<file path="src/rtl/pe_mac_q.sv">
// Systolic MAC processing element: buffered A/B operands, a two-stage multiply-accumulate
// pipeline, and a scaled, saturated result emitted with a one-cycle strobe.

module pe_mac_q_fifo #(
  parameter int DW = 16,
  parameter int FD = 8
) (
  input  logic          clk,
  input  logic          rst,
  input  logic          push,
  input  logic [DW-1:0] wdata,
  input  logic          pop,
  output logic [DW-1:0] rdata,
  output logic          full,
  output logic          empty
);
  localparam int PW = $clog2(FD);

  logic [DW-1:0] mem [FD];
  logic [PW-1:0] wr_ptr;
  logic [PW-1:0] rd_ptr;
  logic [PW:0]   count;
  logic          accept;
  logic          take;

  // A push into a full FIFO is dropped even if a pop frees a slot in the same cycle.
  assign full   = (count == (PW+1)'(FD));
  assign empty  = (count == '0);
  assign accept = push && !full;
  assign take   = pop && !empty;
  assign rdata  = mem[rd_ptr];

  // NOTE: sequential state uses non-blocking assignments so every register samples pre-edge values.
  always_ff @(posedge clk) begin
    if (rst) begin
      wr_ptr <= '0;
      rd_ptr <= '0;
      count  <= '0;
    end else begin
      if (accept) wr_ptr <= wr_ptr + PW'(1);
      if (take)   rd_ptr <= rd_ptr + PW'(1);
      case ({accept, take})
        2'b10:   count <= count + (PW+1)'(1);
        2'b01:   count <= count - (PW+1)'(1);
        default: count <= count;
      endcase
    end
  end

  // NOTE: the storage array is deliberately not reset; emptiness is tracked by the pointers and count.
  always_ff @(posedge clk) begin
    if (accept) mem[wr_ptr] <= wdata;
  end
endmodule

module pe_mac_q #(
  parameter int DW   = 16,
  parameter int FD   = 8,
  parameter int CW   = 8,
  parameter int AW   = 40,
  parameter int FRAC = 0
) (
  input  logic          clk,
  input  logic          rst,
  input  logic [DW-1:0] a_in,
  input  logic [DW-1:0] b_in,
  input  logic          awe,
  input  logic          bwe,
  output logic          aff,
  output logic          bff,
  input  logic          start,
  input  logic          acc_keep,
  input  logic [CW-1:0] max_cntr,
  output logic          start_next,
  output logic [DW-1:0] a_out,
  output logic          a_ov,
  output logic [DW-1:0] b_out,
  output logic          b_ov,
  output logic [DW-1:0] s_out,
  output logic          se,
  output logic          sat,
  output logic          busy,
  output logic          ovf
);
  typedef enum logic [1:0] {IDLE, RUN, DRAIN, DONE} state_t;

  state_t                state;
  logic [CW-1:0]         cnt;
  logic                  drain_last;
  logic [DW-1:0]         a_head;
  logic [DW-1:0]         b_head;
  logic                  a_empty;
  logic                  b_empty;
  logic                  pop;
  logic signed [2*DW-1:0] prod;
  logic                  prod_vld;
  logic signed [AW-1:0]  acc;
  logic signed [AW-1:0]  r;
  logic                  clip;
  logic [DW-1:0]         r_sat;

  pe_mac_q_fifo #(.DW(DW), .FD(FD)) u_a_fifo (
    .clk(clk), .rst(rst), .push(awe), .wdata(a_in), .pop(pop),
    .rdata(a_head), .full(aff), .empty(a_empty)
  );

  pe_mac_q_fifo #(.DW(DW), .FD(FD)) u_b_fifo (
    .clk(clk), .rst(rst), .push(bwe), .wdata(b_in), .pop(pop),
    .rdata(b_head), .full(bff), .empty(b_empty)
  );

  // Operands are only ever consumed as a pair; a missing side stalls the run.
  assign pop  = (state == RUN) && !a_empty && !b_empty && (cnt != '0);
  assign busy = (state != IDLE);

  // In range iff every bit from the sign position of the DW-bit result upward agrees.
  assign r     = acc >>> FRAC;
  assign clip  = !((&r[AW-1:DW-1]) || !(|r[AW-1:DW-1]));
  assign r_sat = clip ? {r[AW-1], {(DW-1){~r[AW-1]}}} : r[DW-1:0];

  always_ff @(posedge clk) begin
    if (rst) begin
      state      <= IDLE;
      cnt        <= '0;
      drain_last <= 1'b0;
      start_next <= 1'b0;
      se         <= 1'b0;
      s_out      <= '0;
      sat        <= 1'b0;
      ovf        <= 1'b0;
    end else begin
      start_next <= start;
      se         <= 1'b0;
      if ((awe && aff) || (bwe && bff) || (start && state != IDLE)) ovf <= 1'b1;
      case (state)
        IDLE: begin
          drain_last <= 1'b0;
          if (start) begin
            cnt   <= max_cntr;
            state <= (max_cntr == '0) ? DRAIN : RUN;
          end
        end
        RUN: begin
          if (pop) begin
            cnt <= cnt - CW'(1);
            if (cnt == CW'(1)) state <= DRAIN;
          end
        end
        DRAIN: begin
          // Two cycles let the last product reach the accumulator before it is sampled.
          drain_last <= 1'b1;
          if (drain_last) begin
            state <= DONE;
            se    <= 1'b1;
            s_out <= r_sat;
            sat   <= clip;
          end
        end
        DONE: state <= IDLE;
        default: state <= IDLE;
      endcase
    end
  end

  always_ff @(posedge clk) begin
    if (rst) begin
      a_out    <= '0;
      b_out    <= '0;
      a_ov     <= 1'b0;
      b_ov     <= 1'b0;
      prod     <= '0;
      prod_vld <= 1'b0;
      acc      <= '0;
    end else begin
      a_ov     <= pop;
      b_ov     <= pop;
      prod_vld <= pop;
      if (pop) begin
        a_out <= a_head;
        b_out <= b_head;
        prod  <= $signed(a_head) * $signed(b_head);
      end
      // The accumulator survives DONE so a later run can continue the sum.
      if (state == IDLE && start && !acc_keep) acc <= '0;
      else if (prod_vld) acc <= acc + {{(AW-2*DW){prod[2*DW-1]}}, prod};
    end
  end
endmodule

</file>
<file path="config.mk">
export PLATFORM = sky130hd
export DESIGN_NAME = pe_mac_q
export DESIGN_NICKNAME = d
export VERILOG_FILES = /design/src/rtl/pe_mac_q.sv
export SDC_FILE = /design/constraint.sdc
export NUM_CORES = 1
export LEC_CHECK = 0
export CORE_UTILIZATION = 59
export DETAILED_ROUTE_END_ITERATION = 16
export DONT_BUFFER_PORTS = 1
export HOLD_SLACK_MARGIN = 0.06
export PLACE_DENSITY = 0.77
export SLEW_MARGIN = 25
export SYNTH_ARGS = -nofsm -noshare
export SYNTH_HDL_FRONTEND = slang
export SYNTH_SLANG_ARGS = --single-unit
export TNS_END_PERCENT = 20
</file>
<file path="constraint.sdc">
create_clock -name clk -period 7.95 [get_ports clk]
set_clock_uncertainty 0.2 [all_clocks]
set_input_delay 1.1925 -clock clk [delete_from_list [all_inputs] [get_ports clk]]
set_output_delay 1.1925 -clock clk [all_outputs]
set_load 0.01 [all_outputs]
</file>
==> impl_metrics.py <==
metrics = {
    "clocking": {
        "numClockSinks": 418,
        "tritoncts": "built",
        "cts_buffers": 45,
        "postCtsSetupBuffers": 0,
        "cts_buffer_depth": 3,
        "htree_levels": 2,
        "clkSlewWorstSetupHoldPaths_ns": 0.07,
        "clockRootBuffer": "clkbuf_16",
        "clk_latency_ns": 0.60,
    },
    "yosys": {
        "synth_ff_type": "edfxtp_1",
        "ys_ff_latch": 418,
        "ys_top_cells_by_count": "inv_1 (325), nor2_1 (305), fa_1 (265)",
        "synth_top_area_share_pct": 28.0,
        "synthArstFlopShare_pct": 0,
        "syn_inst": 2449,
        "synth-edff-count": 256,
        "synth.top_cells.by_area": "edfxtp_1 (28%), fa_1 (19%), dfxtp_1 (12%), ha_1 (6.2%), mux4_2 (5.3%)",
        "yosysUniqueCellTypes": 65,
        "syn_nets": 2896,
        "synth_most_common_cell": "inv_1",
        "ys_warn_count": 0,
        "syn_area_sq_um": 27500,
        "avgSynthCellArea_sq_um": 11.2,
        "seq_area_frac_synth_pct": 39.8,
        "synth_top_area_cell": "edfxtp_1",
    },
    "sta": {
        "setup_viol": 0,
        "hold_viol_final": 0,
        "worstMarginPinSlew_ns": 1.05,
        "period_share_pct": 95.6,
        "rsz0062_at_grt": "no",
        "fmax_mhz": 132,
        "maxSlewViolCount": 0,
        "fin_tns_setup_ns": 0,
        "period_needed_ns": 7.60,
        "slew_headroom_pct": 29.8,
    },
    "setup_path": {
        "cp_num_buf_inv": 6,
        "slowest_delay_ns": 0.57,
        "endpoint_kind": "flop",
        "r2r_cells": 26,
        "r2r_slack_ns": 0.35,
        "cp_max_fo": 32,
        "cpMaxStageDelayCell": "fa_1",
        "critPathLaunchType": "flop",
        "crit_family": "adder cells",
        "crit_path_frequent_cell": "fa_1",
        "critical_path_arrival_ns": 7.89,
        "r2r_end": "prod[30]$_SDFFE_PP0P_",
        "path_class": "flop to flop",
        "cp.required_ns": 8.24,
    },
    "global_routing": {
        "grt_pass1_wl_microns": 102000,
        "grt_pass1_vias": 19456,
        "antenna_found_initial": 1,
        "grt_start_max_net_pins": 122,
        "grt_overflow": 0,
        "track_usage_pct": 27.8,
    },
    "flow_run": {
        "maxCapViolCount": 0,
    },
    "drt": {
        "drt-total-wl_microns": 62500,
        "drc": 0,
        "ant_nets": 0,
        "dr_total_vias": 18282,
        "firstDrtPassIters": 5,
        "wl_per_cell_microns": 20.1,
        "drt-initial-drc-count": 1208,
        "drt-vias-per-instance": 5.89,
    },
    "floorplanning": {
        "initial_core_util_pct": 60.1,
        "core_sq_um": 45700,
        "num_io_pins": 103,
        "die_h_microns": 218,
        "die_w_microns": 218,
        "die-area_sq_um": 47400,
        "fp-row-count": 78,
    },
    "hold_path": {
        "min_path_type": "flop to flop",
        "whs_endpoint": "prod[19]$_SDFFE_PP0P_",
        "hold_depth": 2,
        "worstHoldStart": "prod[19]$_SDFFE_PP0P_",
    },
    "final_layout": {
        "post-route-util_pct": 66.0,
        "drive_gt1_share_pct": 11.5,
        "areaGrowthSynthToFinish_pct": 9.79,
        "finalNetCount": 2914,
        "n_antenna_cell": 0,
    },
    "placed_design": {
        "hpwlAfterDp_microns": 45800,
        "gp_congestion": 0.948,
        "io_buffers": 0,
    },
    "run_status": {
        "outcome": "complete, no violations",
    },
}
## metal layers
layer	GRT usage, %	wire length [microns]
met5	0	0
met1	34.9	24800
met2	47.5	31000
met3	4.56	4220
met4	12.3	2490
## kinds of logic after synthesis
family / after synthesis / synth area share, %
XOR/XNOR: 79 / 2.52
flip-flops: 418 / 39.8
AO/OA/AOI/OAI: 335 / 8.06
multiplexers: 129 / 7.70
buffers and inverters: 420 / 5.79
AND/OR/NAND/NOR: 667 / 10.6
adder cells (fa/ha/maj): 401 / 25.5
## flip-flops by register name (all words and copies together) (netlist names), 4 cells and up, named ones only
signal and count:
acc 40, a_out 16, u_a_fifo.mem 128, u_b_fifo.mem 128, cnt 8, u_a_fifo.count 4
b_out 16, s_out 16, prod 32, u_b_fifo.count 4
## placed cells by master (no fill, tap or decap), types with 8 or more instances in the layout
cell type,Yosys,routed
inv_1,325,323
nor2_1,305,305
fa_1,265,265
edfxtp_1,256,256
nand2_1,194,194
dfxtp_1,162,159
ha_1,136,136
a21oi_1,104,103
mux4_2,64,64
buf_4,1,55
a211oi_1,52,52
xnor2_1,52,52
clkbuf_16,0,45
mux2i_1,48,40
o21ai_0,38,38
a21o_1,34,34
nand2b_1,32,32
xor2_1,27,27
or2_2,26,26
nor3_1,23,17
mux2_2,17,17
nand3_1,16,16
o21ai_1,14,14
a311oi_1,15,14
nor2b_1,11,11
nand4_1,11,11
nor4_1,12,10
and3_1,10,10
clkbuf_1,80,9
buf_12,0,9
a31oi_1,8,8
a31o_2,8,8
o21a_1,8,8
## per-stage QoR
stage / hold WS [ns] / cells / setup slack [ns] / cell area, sq um
6_report: 0.258 / 3104 / 0.349 / 30100
5_1_grt: 0.288 / 3104 / 0.00138 / 30100
4_1_cts: 0.258 / 3102 / 0.165 / 30100
3_5_place_dp: 0.249 / 3018 / 0.227 / 28600
3_3_place_gp: 0.246 / 3018 / 0.295 / 28600
2_1_floorplan: 0.236 / 2449 / 0.103 / 27500
## how the worst max path moves through the flow
| stage | cells past startpoint | endpoint | slack [ns] |
|---|---|---|---|
| 4_1_cts | 25 | prod[30]$_SDFFE_PP0P_ | 0.17 |
| 3_5_place_dp | 25 | prod[30]$_SDFFE_PP0P_ | 0.23 |
| 3_3_place_gp | 25 | prod[30]$_SDFFE_PP0P_ | 0.30 |
| 6_report | 26 | prod[30]$_SDFFE_PP0P_ | 0.35 |
| 2_1_floorplan | 27 | prod[30]$_SDFFE_PP0P_ | 0.10 |
| 5_1_grt | 27 | prod[29]$_SDFFE_PP0P_ | 0.001 |
## what timing repair did
action,4_1_cts,5_1_grt
hold buffers,0,0
resized for setup,0,8
endpoints found under the setup margin,0,5
hold endpoints to repair,0,0
## cell type report
type	instances	area, sq um
timing repair buffer	66	612
multi-input combinational	1611	15100
clock buffer	55	1170
sequential	418	10900
clock inverter	29	320
inverter	325	1220
tap	600	751
fill	3374	15500
## tightest hold or removal path, stage by stage, from the launching register on
cell and delay (ns):
dfxtp_1 0.31, nand2_1 0.05, a21oi_1 0.05
Power is not shown: default switching activity piles up to over one toggle a cycle in this logic, so the estimate is an artifact.
